$ cat config.mk
export PLATFORM = sky130hd
export DESIGN_NAME = uart_tx_scheduler
export DESIGN_NICKNAME = d
export VERILOG_FILES = /design/src/rtl/uart_tx_scheduler_pkg.sv /design/src/rtl/uart_tx_scheduler_gap_timer.sv /design/src/rtl/uart_tx_scheduler.sv
export SDC_FILE = /design/constraint.sdc
export NUM_CORES = 1
export LEC_CHECK = 0
export ABC_AREA = 1
export ABC_CLOCK_PERIOD_IN_PS = 3850
export CAP_MARGIN = 20
export CORE_AREA = 2 2 63 65
export CTS_BUF_LIST = sky130_fd_sc_hd__clkbuf_16
export DETAILED_ROUTE_END_ITERATION = 6
export DIE_AREA = 0 0 65 67
export PLACE_DENSITY_LB_ADDON = 0.3
export SYNTH_ARGS = -nofsm -noshare
export SYNTH_HDL_FRONTEND = slang
export SYNTH_SLANG_ARGS = --single-unit
$ cat constraint.sdc
create_clock -name clk_i -period 3.85 [get_ports clk_i]
set_input_delay 0.5775 -clock clk_i [delete_from_list [all_inputs] [get_ports clk_i]]
set_output_delay 0.5775 -clock clk_i [all_outputs]
set_load 0.01 [all_outputs]
$ cat src/rtl/uart_tx_scheduler_pkg.sv
// uart_tx_scheduler_pkg: state encoding and width defaults shared by the TX scheduler, FIFO and UART core.
package uart_tx_scheduler_pkg;

    localparam int DEF_DATA_SIZE = 8;
    localparam int INDEX_LENGTH  = 4;

    typedef enum logic [2:0] {
        ST_IDLE  = 3'd0,
        ST_FETCH = 3'd1,
        ST_SEND  = 3'd2,
        ST_WAIT  = 3'd3,
        ST_GAP   = 3'd4
    } state_e;

endpackage

$ cat src/rtl/uart_tx_scheduler_gap_timer.sv
// uart_tx_scheduler_gap_timer: loadable down-counter that times the idle gap between characters.
module uart_tx_scheduler_gap_timer #(
    parameter int WIDTH = 8
) (
    input  logic             clk_i,
    input  logic             rst_i,
    input  logic             load_i,
    input  logic [WIDTH-1:0] load_val_i,
    input  logic             dec_i,
    output logic             zero_o
);

    logic [WIDTH-1:0] cnt_q, cnt_d;

    always_comb cnt_d = load_i ? load_val_i : (dec_i && cnt_q != '0) ? cnt_q - 1'b1 : cnt_q;

    always_ff @(posedge clk_i) cnt_q <= rst_i ? '0 : cnt_d;

    assign zero_o = cnt_q == '0;

endmodule

$ cat src/rtl/uart_tx_scheduler.sv
// uart_tx_scheduler: pops characters from the TX FIFO and feeds them to the UART serialiser,
// handling flush, enable gating, the inter-character gap and the TX-empty interrupt.
module uart_tx_scheduler
    import uart_tx_scheduler_pkg::*;
#(
    parameter int DATA_SIZE  = DEF_DATA_SIZE,
    parameter int GAP_CYCLES = 0,
    parameter int GAP_WIDTH  = 8,
    parameter int CNT_WIDTH  = 16
) (
    input  logic                 clk_i,
    input  logic                 rst_i,
    input  logic                 enable_i,
    input  logic                 flush_i,
    input  logic                 fifo_load_i,
    input  logic [DATA_SIZE-1:0] fifo_data_i,
    output logic                 fifo_pull_o,
    output logic                 fifo_rst_o,
    input  logic                 uart_ready_i,
    output logic                 uart_start_o,
    output logic [DATA_SIZE-1:0] uart_data_o,
    input  logic                 uart_done_i,
    output logic                 tx_empty_irq_o,
    output logic                 busy_o,
    output logic [CNT_WIDTH-1:0] chars_sent_o
);

    state_e               state_q, state_d;
    logic [DATA_SIZE-1:0] data_q, data_d;
    logic [CNT_WIDTH-1:0] cnt_q, cnt_d;
    logic                 pend_q, pend_d;
    logic                 flush_prev_q, pull_q, frst_q, irq_q, busy_q;
    logic                 fetch, go, done, gap_zero;

    // Fetching is also blocked during the FIFO soft-reset pulse so a stale load flag is never trusted.
    assign fetch = enable_i & fifo_load_i & ~flush_i & ~frst_q;
    assign go    = fetch & ~pend_q;
    assign done  = (state_q == ST_WAIT) & uart_done_i;

    generate
        if (GAP_CYCLES > 0) begin : g_gap
            uart_tx_scheduler_gap_timer #(
                .WIDTH(GAP_WIDTH)
            ) u_gap (
                .clk_i      (clk_i),
                .rst_i      (rst_i),
                .load_i     (done),
                .load_val_i (GAP_WIDTH'(GAP_CYCLES - 1)),
                .dec_i      (state_q == ST_GAP),
                .zero_o     (gap_zero)
            );
        end else begin : g_nogap
            assign gap_zero = 1'b1;
        end
    endgenerate

    always_comb begin
        state_d = state_q;
        data_d  = data_q;
        cnt_d   = cnt_q;
        case (state_q)
            ST_IDLE:  state_d = go ? ST_FETCH : ST_IDLE;
            ST_FETCH: begin
                data_d  = fifo_data_i;
                state_d = flush_i ? ST_IDLE : ST_SEND;
            end
            ST_SEND:  state_d = flush_i ? ST_IDLE : uart_ready_i ? ST_WAIT : ST_SEND;
            ST_WAIT:  if (uart_done_i) begin
                cnt_d   = cnt_q + 1'b1;
                state_d = (GAP_CYCLES > 0) ? ST_GAP : go ? ST_FETCH : ST_IDLE;
            end
            ST_GAP:   if (gap_zero) state_d = go ? ST_FETCH : ST_IDLE;
            default:  state_d = ST_IDLE;
        endcase
        pend_d = (state_d != ST_IDLE) & (pend_q | flush_i);
    end

    always_ff @(posedge clk_i) begin
        if (rst_i) begin
            state_q      <= ST_IDLE;
            data_q       <= '0;
            cnt_q        <= '0;
            pend_q       <= 1'b0;
            flush_prev_q <= 1'b0;
            pull_q       <= 1'b0;
            frst_q       <= 1'b0;
            irq_q        <= 1'b0;
            busy_q       <= 1'b0;
        end else begin
            state_q      <= state_d;
            data_q       <= data_d;
            cnt_q        <= cnt_d;
            pend_q       <= pend_d;
            flush_prev_q <= flush_i;
            pull_q       <= state_d == ST_FETCH;
            frst_q       <= flush_i & ~flush_prev_q;
            irq_q        <= done & ~fifo_load_i & ~pend_q & ~flush_i;
            busy_q       <= state_d != ST_IDLE;
        end
    end

    assign fifo_pull_o    = pull_q;
    assign fifo_rst_o     = frst_q;
    assign uart_start_o   = (state_q == ST_SEND) & uart_ready_i & ~flush_i;
    assign uart_data_o    = data_q;
    assign tx_empty_irq_o = irq_q;
    assign busy_o         = busy_q;
    assign chars_sent_o   = cnt_q;

endmodule

==> run summary <==
Finished Layout Cells - 295
Final Hold Vio Count - 0
post-synth design cell area - 1430 sq um
RSZ-0062 raised after global routing - false
Max Clock Freq - 412 MHz
Final Cycle Share - 0.630
CTS Hold Bufs - 0
port bufs - 43
Setup Buffers After CTS - 0
final wirelength - 2970 microns
path type of the worst setup path - in2out
core area - 3610 sq um
worst hold path type - reg2reg
Max-Cap Viols - 0
initial antenna violation count - 0
crit-path max FO - 4
Commonest cells post-synth - nand2_1 (45), inv_1 (36), dfxtp_1 (33), nor2_1 (24), a21oi_1 (15)
H-Tree Depth - 2
DP Wirelength - 2170 microns
Clock Skew - 0.00545 ns
Clk pin slew, worst setup/hold paths - 0.05 ns
warnings from Yosys - 0
Hold WS - 0.396 ns
critical path capture point type - output pin
total number of vias - 1365
setup violators final - 0
clock period minus worst slack - 2.43 ns
post-cts resize count - 0
Yosys top cell area share - 0.462
asr flop ratio synth - 0
die footprint - 4360 sq um
Clock Latency Late Sink - 0.27 ns
initial drt markers - 96
Most Crowded Layer GR - met2
# nets final - 262
crit-path most repeated cell - clkdlybuf4s50_1
Power Density - 373 nW/um^2
Worst Tran Pin Value - 0.593 ns
drt wl/cell - 10.1 microns
Startpoint Class - input port
clk sinks - 33
met3 Use GR - 0.0541
Worst Path Buf+Inv - 3
number of cell rows - 22
RePlAce Congestion - 0.772
final count of pins violating max slew - 0
synth unique cells - 22
Peak VDD IR - 0.272 mV
DRC - 0
global route overflow - 0
first-pass GRT wire length - 5040 microns
crit path DAT - 1.85 ns
Starting Density - 0.397
DIE HEIGHT - 67 microns
CP max-delay cell - clkdlybuf4s50_1
CTS root buf - clkbuf_16
router iterations before antenna repair - 4
P&R area growth vs syn - 43.1%
Antenna Cells - 0
Syn Nets - 215
Synth Area per Inst - 7.19 sq um
CTS tree - yes
Vias/cell - 4.63
Finished Cell Area - 2050 sq um
Gate Count Post-Synth - 199
Placed Instances - 287
sequential share of the synthesized area - 0.462
Clock Path Buffers - 2
met2 usage - 0.251
top_reg_cell synth - dfxtp_1
GRT met1 Usage - 0.173
Global Route Usage Sum - 0.152
Slew headroom - 0.604
number of flops mapped to enable cells by yosys - 0
FF+latch count, synth - 33
largest cells by area after synthesis - dfxtp_1 (46%), nand2_1 (12%), inv_1 (9.4%), nor2_1 (6.3%), a21oi_1 (5.2%)
Post-Place Cell Area - 1910 sq um
Lkg Pwr - 0.830 nW
Fill cells - 365
die width - 65 microns
Ports - 44
CP required - 3.27 ns
CP peak stage delay - 0.56 ns
vias in the first global route - 1218
CP delay by family, top - buffers and inverters
most common cell in the netlist - nand2_1
outcome - finished, final reports clean
critical path cell sequence - clkdlybuf4s50_1, inv_1, nand2_1, nor2_1, clkdlybuf4s50_1
clock buffer count from CTS - 5
Final ANT Viol Nets - 0
Fin Setup TNS - 0 ns
layout cells sized above 1 - 0.0567
largest net degree at the start of global routing - 20
Synth area leader - dfxtp_1
## routing by layer
layer  vias to the layer above  wire [microns]  part of all wire
met4                         0              57             0.019
met1                       608            1390              0.47
met5                         -               0                 0
li1                        714               -                 -
met3                         7             215             0.072
met2                        36            1300              0.44
## logic make-up (layout without fill, tap and decap cells)
logic type,after synthesis,in the layout,synth area share
other,1,1,0.00262
buffers and inverters,39,87,0.106
AOI/OAI and AO/OA,27,27,0.0944
adders and majority gates,1,1,0.00874
DFF,33,33,0.462
and+or+nand+nor,96,96,0.315
xor gates and xnor gates,2,2,0.0122
## registers in the layout (all words and copies together), names as in the netlist
signal	cells
state_q	3
flush_prev_q	1
pend_q	1
chars_sent_o	16
fifo_rst_o	1
busy_o	1
uart_data_o	8
fifo_pull_o	1
tx_empty_irq_o	1
## report_power, final
part	internal [mW]	leakage, nW	switching (mW)
sequential	0.346	0.267	0.00205
clock	0.236	0.0696	0.141
combinational	0.0214	0.493	0.0167
## through the flow
| step | utilization | setup WS, ns | power, mW |
|---|---|---|---|
| 6_report | 0.568 | 1.42 | 0.764 |
| 5_1_grt | 0.568 | 1.35 | 0.793 |
| 4_1_cts | 0.568 | 1.42 | 0.774 |
| 3_5_place_dp | 0.528 | 1.43 | 0.394 |
| 3_3_place_gp | 0.528 | 1.44 | 0.393 |
| 2_1_floorplan | - | 2.36 | 0.371 |
## layout by cell type, fill, tap and decap left out, drive strengths merged, types with 2 or more instances in the layout
master / count
clkdlybuf4s50: 43
nor2: 27
dfxtp: 33
nand2: 45
clkbuf: 5
o21ai: 12
nand4: 4
clkinv: 2
nor3: 8
xnor2: 2
inv: 36
a21oi: 15
nand3: 8
## worst register-to-register path, stage by stage, from the launching register on
cell	delay [ns]
dfxtp_1	0.42
nand3_1	0.44
nand2_1	0.19
nand2_1	0.07
nand2_1	0.05
nand2_1	0.07
a21oi_1	0.16
## final cells by class
type | count | area (sq um) | area share
repair buffers | 43 | 430 | 0.210
well taps | 48 | 60.1 | 0.0293
clock inverters | 3 | 17.5 | 0.00855
flip-flops and latches | 33 | 661 | 0.323
multi-input cells | 127 | 619 | 0.302
clock buffers | 5 | 125 | 0.0611
inverters | 36 | 135 | 0.0660
## path summary, 6_finish.rpt
| kind | startpoint | to | slack (ns) | cells past startpoint |
|---|---|---|---|---|
| worst min register to register | flush_prev_q$_SDFF_PP0_ | fifo_rst_o$_SDFF_PP0_ | 0.40 | 1 |
| worst max register to register | state_q[0]$_SDFF_PP0_ | pend_q$_SDFF_PP0_ | 2.38 | 6 |
| worst max-delay path | flush_i | uart_start_o | 1.42 | 5 |
| worst min-delay path | flush_prev_q$_SDFF_PP0_ | fifo_rst_o$_SDFF_PP0_ | 0.40 | 1 |
(Power assumes the default switching activity.)
